`config.mk`:
```
export PLATFORM = sky130hd
export DESIGN_NAME = cal_angle_cordic_flat
export DESIGN_NICKNAME = d
export VERILOG_FILES = /design/src/rtl/cal_angle_cordic_if.sv /design/src/rtl/cal_angle_cordic.sv /design/src/flat_wrapper.sv
export SDC_FILE = /design/constraint.sdc
export NUM_CORES = 2
export LEC_CHECK = 0
export BUFFER_PORTS_ARGS = -buffer_cell sky130_fd_sc_hd__buf_4
export CAP_MARGIN = 15
export CORE_ASPECT_RATIO = 1.2
export CORE_MARGIN = 1.5
export CORE_UTILIZATION = 42
export DETAILED_ROUTE_END_ITERATION = 6
export PLACE_DENSITY = 0.54
export SYNTH_ARGS = -nofsm -noshare
export SYNTH_HDL_FRONTEND = slang
export SYNTH_SLANG_ARGS = --single-unit
```
`constraint.sdc`:
```
create_clock -name clk -period 12.45 [get_ports clk]
set_input_delay 1.8675 -clock clk [delete_from_list [all_inputs] [get_ports clk]]
set_output_delay 1.8675 -clock clk [all_outputs]
set_load 0.01 [all_outputs]
```
`src/rtl/cal_angle_cordic_if.sv`:
```
// Sample bus of the CORDIC angle engine: complex input with channel/mode tags in, angle out.
// Plain valid strobes in both directions; the engine never stalls its source.
interface cal_angle_cordic_if #(
    parameter int IN_W  = 8,
    parameter int ANG_W = 16,
    parameter int CH_W  = 2
);
    logic                    val_i;
    logic signed [IN_W-1:0]  real_i;
    logic signed [IN_W-1:0]  imag_i;
    logic [CH_W-1:0]         ch_i;
    logic                    mode_i;
    logic                    val_o;
    logic signed [ANG_W-1:0] angle_o;
    logic [CH_W-1:0]         ch_o;

    modport master (
        output val_i, real_i, imag_i, ch_i, mode_i,
        input  val_o, angle_o, ch_o
    );

    modport slave (
        input  val_i, real_i, imag_i, ch_i, mode_i,
        output val_o, angle_o, ch_o
    );
endinterface

```
`src/rtl/cal_angle_cordic.sv`:
```
// Pipelined CORDIC vectoring atan2(imag, real) with per-channel differential (FM) phase.
// Latency ITER+2 clocks at 1 sample/clk; no backpressure, every accepted sample emerges.
module cal_angle_cordic #(
    parameter int IN_W     = 8,
    parameter int ANG_W    = 16,
    parameter int ANG_FRAC = 12,
    parameter int ITER     = 12,
    parameter int NUM_CH   = 4,
    parameter int CH_W     = 2
) (
    input  logic              clk,
    input  logic              rst,
    cal_angle_cordic_if.slave bus
);
    // x/y carry ANG_FRAC guard fraction bits so late-stage truncation stays below the angle LSB
    localparam int XG = ANG_FRAC;
    localparam int XW = IN_W + 2 + XG;
    localparam int ZW = ANG_W + 2;
    localparam int SH = 28 - ANG_FRAC;

    localparam longint PI30 = 64'sd3373259426;
    localparam longint PI_Z = (PI30 + (longint'(1) << (SH - 1))) >>> SH;
    localparam longint PI_A = (PI30 + (longint'(1) << (SH + 1))) >>> (SH + 2);

    localparam logic signed [ZW-1:0] PI_ZS    = ZW'(PI_Z);
    localparam logic signed [ZW-1:0] PI_AZ    = ZW'(PI_A);
    localparam logic signed [ZW-1:0] TWO_PI_Z = ZW'(2 * PI_A);
    localparam logic signed [ZW-1:0] Z_HALF   = ZW'(2);

    // atan(2^-i) scaled by 2^30, rescaled to the z format below
    function automatic longint atan30(input int i);
        case (i)
            0:       return 64'sd843314857;
            1:       return 64'sd497837830;
            2:       return 64'sd263043837;
            3:       return 64'sd133525159;
            4:       return 64'sd67021687;
            5:       return 64'sd33543516;
            6:       return 64'sd16775851;
            7:       return 64'sd8388437;
            8:       return 64'sd4194283;
            9:       return 64'sd2097149;
            default: return longint'(1) << (30 - i);
        endcase
    endfunction

    function automatic logic signed [ZW-1:0] atan_z(input int i);
        longint v;
        v = (atan30(i) + (longint'(1) << (SH - 1))) >>> SH;
        return ZW'(v);
    endfunction

    logic                   r_iv, r_imd;
    logic [CH_W-1:0]        r_ich;
    logic signed [IN_W-1:0] r_ire, r_iim;
    logic [CH_W-1:0]        w_ch;

    logic signed [XW-1:0]   w_ex, w_ey, w_fx, w_fy;
    logic signed [ZW-1:0]   w_fz;

    logic signed [XW-1:0]   r_x  [0:ITER];
    logic signed [XW-1:0]   r_y  [0:ITER];
    logic signed [ZW-1:0]   r_z  [0:ITER];
    logic                   r_v  [0:ITER];
    logic                   r_md [0:ITER];
    logic                   r_zf [0:ITER];
    logic [CH_W-1:0]        r_ch [0:ITER];

    logic signed [ZW-1:0]    w_zr, w_sat, w_d;
    logic signed [ANG_W-1:0] w_abs, w_prev, w_out;

    logic signed [ANG_W-1:0] r_prev [NUM_CH];
    logic [NUM_CH-1:0]       r_have;
    logic                    r_vo;
    logic signed [ANG_W-1:0] r_ang;
    logic [CH_W-1:0]         r_cho;

    // out-of-range tags share channel 0's state and are reported as channel 0
    assign w_ch = (32'(bus.ch_i) < 32'(NUM_CH)) ? bus.ch_i : '0;

    always_comb begin
        w_ex = {{2{r_ire[IN_W-1]}}, r_ire, {XG{1'b0}}};
        w_ey = {{2{r_iim[IN_W-1]}}, r_iim, {XG{1'b0}}};
        w_fx = w_ex;
        w_fy = w_ey;
        w_fz = '0;
        if (w_ex < 0) begin
            w_fx = -w_ex;
            w_fy = -w_ey;
            w_fz = (w_ey >= 0) ? PI_ZS : -PI_ZS;
        end
    end

    always_ff @(posedge clk) begin
        if (rst) begin
            r_iv  <= 1'b0;
            r_imd <= 1'b0;
            r_ich <= '0;
            r_ire <= '0;
            r_iim <= '0;
            for (int k = 0; k <= ITER; k++) begin
                r_x[k]  <= '0;
                r_y[k]  <= '0;
                r_z[k]  <= '0;
                r_v[k]  <= 1'b0;
                r_md[k] <= 1'b0;
                r_zf[k] <= 1'b0;
                r_ch[k] <= '0;
            end
        end else begin
            r_iv  <= bus.val_i;
            r_imd <= bus.mode_i;
            r_ich <= w_ch;
            r_ire <= bus.real_i;
            r_iim <= bus.imag_i;

            r_x[0]  <= w_fx;
            r_y[0]  <= w_fy;
            r_z[0]  <= w_fz;
            r_v[0]  <= r_iv;
            r_md[0] <= r_imd;
            r_ch[0] <= r_ich;
            r_zf[0] <= (r_ire == '0) && (r_iim == '0);

            for (int k = 1; k <= ITER; k++) begin
                if (r_y[k-1] >= 0) begin
                    r_x[k] <= r_x[k-1] + (r_y[k-1] >>> (k - 1));
                    r_y[k] <= r_y[k-1] - (r_x[k-1] >>> (k - 1));
                    r_z[k] <= r_z[k-1] + atan_z(k - 1);
                end else begin
                    r_x[k] <= r_x[k-1] - (r_y[k-1] >>> (k - 1));
                    r_y[k] <= r_y[k-1] + (r_x[k-1] >>> (k - 1));
                    r_z[k] <= r_z[k-1] - atan_z(k - 1);
                end
                r_v[k]  <= r_v[k-1];
                r_md[k] <= r_md[k-1];
                r_zf[k] <= r_zf[k-1];
                r_ch[k] <= r_ch[k-1];
            end
        end
    end

    always_comb begin
        w_zr = (r_z[ITER] + Z_HALF) >>> 2;
        if (r_zf[ITER])
            w_sat = '0;
        else if (w_zr > PI_AZ)
            w_sat = PI_AZ;
        else if (w_zr < -PI_AZ)
            w_sat = -PI_AZ;
        else
            w_sat = w_zr;
        w_abs  = ANG_W'(w_sat);
        w_prev = r_prev[r_ch[ITER]];

        // wrap the phase step into (-pi, pi]
        w_d = ZW'(w_abs) - ZW'(w_prev);
        if (w_d > PI_AZ)
            w_d = w_d - TWO_PI_Z;
        else if (w_d <= -PI_AZ)
            w_d = w_d + TWO_PI_Z;

        if (!r_md[ITER])
            w_out = w_abs;
        else if (r_have[r_ch[ITER]])
            w_out = ANG_W'(w_d);
        else
            w_out = '0;
    end

    always_ff @(posedge clk) begin
        if (rst) begin
            r_vo   <= 1'b0;
            r_ang  <= '0;
            r_cho  <= '0;
            r_have <= '0;
            for (int c = 0; c < NUM_CH; c++)
                r_prev[c] <= '0;
        end else begin
            r_vo <= r_v[ITER];
            if (r_v[ITER]) begin
                r_ang                <= w_out;
                r_cho                <= r_ch[ITER];
                r_prev[r_ch[ITER]]   <= w_abs;
                r_have[r_ch[ITER]]   <= 1'b1;
            end else begin
                r_ang <= '0;
                r_cho <= '0;
            end
        end
    end

    assign bus.val_o   = r_vo;
    assign bus.angle_o = r_ang;
    assign bus.ch_o    = r_cho;
endmodule

```
`src/flat_wrapper.sv`:
```
// flat-port wrapper written by rule: the top's interface ports become plain ports
module cal_angle_cordic_flat 
#(
    parameter int IN_W     = 8,
    parameter int ANG_W    = 16,
    parameter int ANG_FRAC = 12,
    parameter int ITER     = 12,
    parameter int NUM_CH   = 4,
    parameter int CH_W     = 2
)
  (clk, rst, bus_val_i, bus_real_i, bus_imag_i, bus_ch_i, bus_mode_i, bus_val_o, bus_angle_o, bus_ch_o);
  cal_angle_cordic_if #(.IN_W(IN_W), .ANG_W(ANG_W), .CH_W(CH_W)) bus_i ();
  input  logic clk;
  input  logic rst;
  input wire logic [$bits(bus_i.val_i)-1:0] bus_val_i;
  input wire logic [$bits(bus_i.real_i)-1:0] bus_real_i;
  input wire logic [$bits(bus_i.imag_i)-1:0] bus_imag_i;
  input wire logic [$bits(bus_i.ch_i)-1:0] bus_ch_i;
  input wire logic [$bits(bus_i.mode_i)-1:0] bus_mode_i;
  output wire logic [$bits(bus_i.val_o)-1:0] bus_val_o;
  output wire logic [$bits(bus_i.angle_o)-1:0] bus_angle_o;
  output wire logic [$bits(bus_i.ch_o)-1:0] bus_ch_o;
  assign bus_i.val_i = bus_val_i;
  assign bus_i.real_i = bus_real_i;
  assign bus_i.imag_i = bus_imag_i;
  assign bus_i.ch_i = bus_ch_i;
  assign bus_i.mode_i = bus_mode_i;
  assign bus_val_o = bus_i.val_o;
  assign bus_angle_o = bus_i.angle_o;
  assign bus_ch_o = bus_i.ch_o;
  cal_angle_cordic #(.IN_W(IN_W), .ANG_W(ANG_W), .ANG_FRAC(ANG_FRAC), .ITER(ITER), .NUM_CH(NUM_CH), .CH_W(CH_W)) u_core (.clk(clk), .rst(rst), .bus(bus_i));
endmodule
```
# After elaboration in Yosys (flattened, before gate mapping)
# Memory sizes are Yosys's and may differ from the RTL's.
# Index checks and enable logic that the tools add are counted.
[word_totals]
register_bits = 43
ramBits = 935
out_inout_bits = 19
elab_cells = 544
mem_count = 8
[mem_list]
columns = ["name", "depth", "width", "read_ports", "rd_ports_with_merged_regs", "wr", "line", "text"]
rows = [
  ["u_core.r_x", 13, 22, 12, 0, 13, "cal_angle_cordic.sv:61", "logic signed [XW-1:0] r_x [0:ITER];"],
  ["u_core.r_y", 13, 22, 12, 0, 13, "cal_angle_cordic.sv:62", "logic signed [XW-1:0] r_y [0:ITER];"],
  ["u_core.r_z", 13, 18, 13, 0, 13, "cal_angle_cordic.sv:63", "logic signed [ZW-1:0] r_z [0:ITER];"],
  ["u_core.r_prev", 4, 16, 1, 0, 4, "cal_angle_cordic.sv:72", "logic signed [ANG_W-1:0] r_prev [NUM_CH];"],
  ["u_core.r_ch", 13, 2, 13, 0, 13, "cal_angle_cordic.sv:67", "logic [CH_W-1:0] r_ch [0:ITER];"],
  ["u_core.r_md", 13, 1, 13, 0, 13, "cal_angle_cordic.sv:65", "logic r_md [0:ITER];"],
  ["2 more memories", "n/a", "n/a", "n/a", "n/a", "n/a", "n/a", ""],
]
[classes]
add_sub_neg = 101
order_cmp = 20
muxes = 271
bitwise_logic = 129
n_reduce_logical = 6
[op_table]
columns = ["op", "count"]
rows = [
  ["$mux 34", 48],
  ["$mux 22", 52],
  ["$add 34x17->34 const B", 24],
  ["$mux 18", 27],
  ["$ge 22x1->1 const B", 12],
  ["$add 18x18->18", 12],
  ["$sub 18x18->18", 12],
  ["$mux 16", 8],
  ["$or 1x1->1", 127],
  ["$mux 1", 120],
  ["$add 22x11->22", 2],
  ["$add 22x12->22", 2],
  ["$add 22x13->22", 2],
  ["$add 22x14->22", 2],
  ["$add 22x15->22", 2],
  ["$add 22x16->22", 2],
  ["$add 22x17->22", 2],
  ["$add 22x18->22", 2],
  ["$add 22x19->22", 2],
  ["$add 22x20->22", 2],
  ["$add 22x21->22", 2],
  ["$neg 20->22", 2],
  ["$sub 22x11->22", 2],
  ["$sub 22x12->22", 2],
  ["other kinds (32)", 57],
]

# Depth between registers and ports, before layout
# An unclocked memory read counts as a cell.
[logic_depth]
word_depth = 12
depth_mapped = 28

# Worst setup path after synthesis
# Ideal clock, no wire load.
[synth_path]
path_type = "input to register"
start = "input rst"
end = "memory u_core.r_y[1][43] (netlist name), data pin"
arrival_time_ps = 6527
required_ps = 12184
slack_ps = 5658
cell_stages = 24
path_buffers = 4
path_cell_list = "clkbuf_1 clkinv_1 clkbuf_1 nand2_1 clkbuf_1 buf_1 a21oi_1 fa_1 a21o_1 a21o_1 a21oi_1 o21bai_1 a21oi_1 o21bai_1 a21oi_1 o21bai_1 a21oi_1 nor2b_1 o21a_1 o31a_1 o41ai_1 o21ai_0 xnor2_1 nor2_1"
[synth_rtl]
columns = ["item", "line", "text"]
rows = [
  ["from (decl)", "flat_wrapper.sv:14", "input logic rst;"],
  ["to (decl)", "cal_angle_cordic.sv:62", ""],
]

==> out/results.txt <==
Yosys top cell by area: edfxtp_1
Placed Cells: 8450
Post-synth top area share: 33.99%
Die area: 0.1398 mm2
Maximum vdd drop: 124.5 uV
DRC viols: 4
Clock Root Buffer: clkbuf_16
Number of global-route vias before repair: 42190
Hold Buf Count CTS: 0
Via density: 5.011
Violated checks: DRC
First-pass DRT Iterations: 7
Max Root-Sink Buffers: 3
Wire length of the first global-routing pass: 224.6 mm
Critical setup path kind: primary input to register
Pre-CTS setup slack: 3.945 ns
Kind of cell adding the most delay to the critical path: compound AO/OA/AOI/OAI gates
CTS Buf Count: 91
Endpoints failing setup: 0
Count of cell types in the netlist: 101
Final std cells w/o fill: 8622
Yosys reg bits: 785
Synth-to-layout area growth: 12.84%
Peak Freq: 0.1300 GHz
TNS Setup: 0 ns
Most common cell after layout, fill and taps aside: nor2_1
Largest net degree at the start of global routing: 132
CTS tree: done
Post-synth EDFFs: 654
Final Max Tran Viols: 0
CP peak stage delay: 0.91 ns
DP HPWL: 110.3 mm
Port bufs: 40
Initial antenna violation count: 2
Crit path DAT: 8.14 ns
H-tree depth: 3
Worst skew pair latency: 0.71 ns
Rel. slew slack: 37.91%
Synth area leaders: edfxtp_1 (34%), ha_1 (14%), xnor2_1 (6.1%), nor2_1 (5.7%), dfxtp_1 (4.5%)
Clock sinks: 785
Total setup buffers inserted after CTS: 0
Core area: 0.1361 mm2
Final ANT Viol Nets: 0
DR vias: 43210
Worst Tran Pin Value: 0.9184 ns
Nets: 7426
Post-route setup slack: 4.757 ns
GRT Total Usage: 20.15%
Final min period: 7.693 ns
Clk slew on worst S/H paths: 0.06 ns
CP max stage cell: clkinv_1
Most frequent cells in the layout: nor2_1 (871), edfxtp_1 (654), ha_1 (628)
Mapped Cells: 6177
Seq/Total Area, Yosys: 38.53%
Leakage: 28.33 nW
Placed inst area: 0.06204 mm2
Final wirelength: 140.6 mm
Max cap viols: 0
Synth Flop Type: edfxtp_1
RePlAce Congestion: 0.8800
Most used cell, CP: o21ai_0
Clock Skews: 0.04467 ns
DR WL/cell: 16.31 um
Pwr per Cell Area: 260.6 mW/mm2
Final hold vios: 0
Ys Warns: 0
Mapped Area: 0.05777 mm2
Initial Util: 42.45%
Final core occ: 47.90%
Rows: 148
RSZ-0062 raised after global routing: false
Avg Cell Area, Syn: 9.353 um2
Die Ht: 409.3 um
CP Capture Type: register
Tightest Hold Check Type: register to register
Status: finished, violations left
Grt total ovfl: 0
CP Cell Sequence: buf_8 > inv_2 > nand2_1 > clkinv_1 > nor2_1 > xnor2_1 > ha_1 > nor2b_1 > o21ai_0 > a21boi_0 > o21ai_0 > a21boi_0 > o21ai_0 > a21oi_1 > o21ai_0 > a21oi_1 > o21ai_0 > nand2b_1 > a21o_1 > a41o_1 > o41ai_1 > o21ai_0 > mux2_2
Drt initial violations: 2227
Fin crit share: 61.79%
FFs w/ async S/R, synth: 0%
Resized Gates After CTS: 0
Buffer and inverter count on the worst path: 3
Die span in x: 341.6 um
I/O pin count: 41
Setup crit start kind: primary input
Worst EP required: 12.90 ns
Ratio of cells with drive above 1 in the final layout: 4.457%
CP Max Fanout: 81
Final Cell Area: 0.06519 mm2
## per-layer routing
layer / track usage (%) / vias to the layer above / share of wire [%]
met3: 2.139 / 223 / 2.8
met2: 36.58 / 565 / 50
met1: 23.73 / 20120 / 43
li1: - / 22300 / -
met5: 0 / - / 0.0092
met4: 9.050 / 2 / 4.4
## power breakdown
| part | internal (W) | switching, W | leakage, nW | total, W |
|---|---|---|---|---|
| registers | 0.00383 | 0.000785 | 7.76 | 0.00461 |
| clock network | 0.00162 | 0.00117 | 1.54 | 0.00279 |
| logic | 0.00413 | 0.00545 | 19.0 | 0.00958 |
## flip-flops by register name, summed over array words and instances (netlist names), 13 cells and up
name,cells
u_core.r_y,209
u_core.r_v,13
u_core.r_prev,64
u_core.r_x,198
u_core.r_md,13
u_core.bus.angle_o,16
u_core.r_zf,13
u_core.r_z,206
u_core.r_ch,26
## worst paths after layout
check                                  startpoint                    end  slack, ns  depth (start not counted)
worst min register to register  u_core.r_ch[2][6]      u_core.r_ch[3][0]       0.43                          1
worst max register to register  u_core.r_z[12][2]  u_core.bus.angle_o[5]       4.91                         24
worst min-delay path            u_core.r_ch[2][6]      u_core.r_ch[3][0]       0.43                          1
worst max-delay path                          rst     u_core.r_x[0][152]       4.76                         23
## cells by family (layout without fill, tap and decap cells)
family                     after synthesis  in the layout  share of synthesized area [%]
adders and majority gates              660            660                          14.71
other                                    2            596                        0.01300
muxes                                   56             56                          1.377
DFF                                    785            785                          38.53
xor gates and xnor gates               644            644                          9.815
and+or+nand+nor                       2010           2010                          16.18
buffers and inverters                  677            728                          4.457
AOI/OAI and AO/OA                     1343           1343                          14.92
## synthesized netlist by cell type (all sizes together), types with 22 or more instances
cell type,instances
nor4,30
o31ai,52
or3,42
and3,35
and2,22
o21bai,169
a21boi,35
clkbuf,152
a211oi,29
o21a,29
nor2,872
xor2,239
o41ai,34
xnor2,405
fa,32
a21o,111
a31oi,44
nand2b,53
inv,484
nand3,81
edfxtp,654
nor3b,23
dfxtp,131
nand2,338
nor3,227
nor2b,209
buf,35
a21oi,456
ha,628
o21ai,234
## stage by stage
stage	power (W)	hold WS (ns)
after global placement	0.01419	0.4159
final	0.01699	0.4317
after floorplan	0.01195	0.4138
after CTS	0.01717	0.4347
after global routing	0.01857	0.4525
after detailed placement	0.01425	0.4204
## worst register-to-register path: stages (launching register included)
cell and delay (ns):
edfxtp_1 0.52, ha_1 0.69, nand4_1 0.19, xor2_1 0.25, or4_1 0.47, o41a_1 0.42, a31oi_1 0.52, and2_1 0.25
nand2_1 0.17, inv_1 0.15, ha_1 0.25, a21o_1 0.16, a21oi_1 0.31, o21bai_1 0.16, a21oi_1 0.24, and3_1 0.20
and3_4 0.21, o31ai_4 0.11, mux2i_1 0.27, o211ai_1 0.18, a311o_2 0.43, a41oi_4 0.55, a22oi_1 0.20, xnor2_1 0.25
o22ai_1 0.19
## final cells by class
cell class                 count  area, um2
antenna                        1      2.502
multi-input combinational   5308      35160
timing repair buffer          68      528.0
clock inverter                49      561.8
sequential                   785      22260
tap                         1800       2252
clock buffer                 121       2582
fill                       13150      70910
inverter                     490       1839
(Power assumes the default switching activity.)
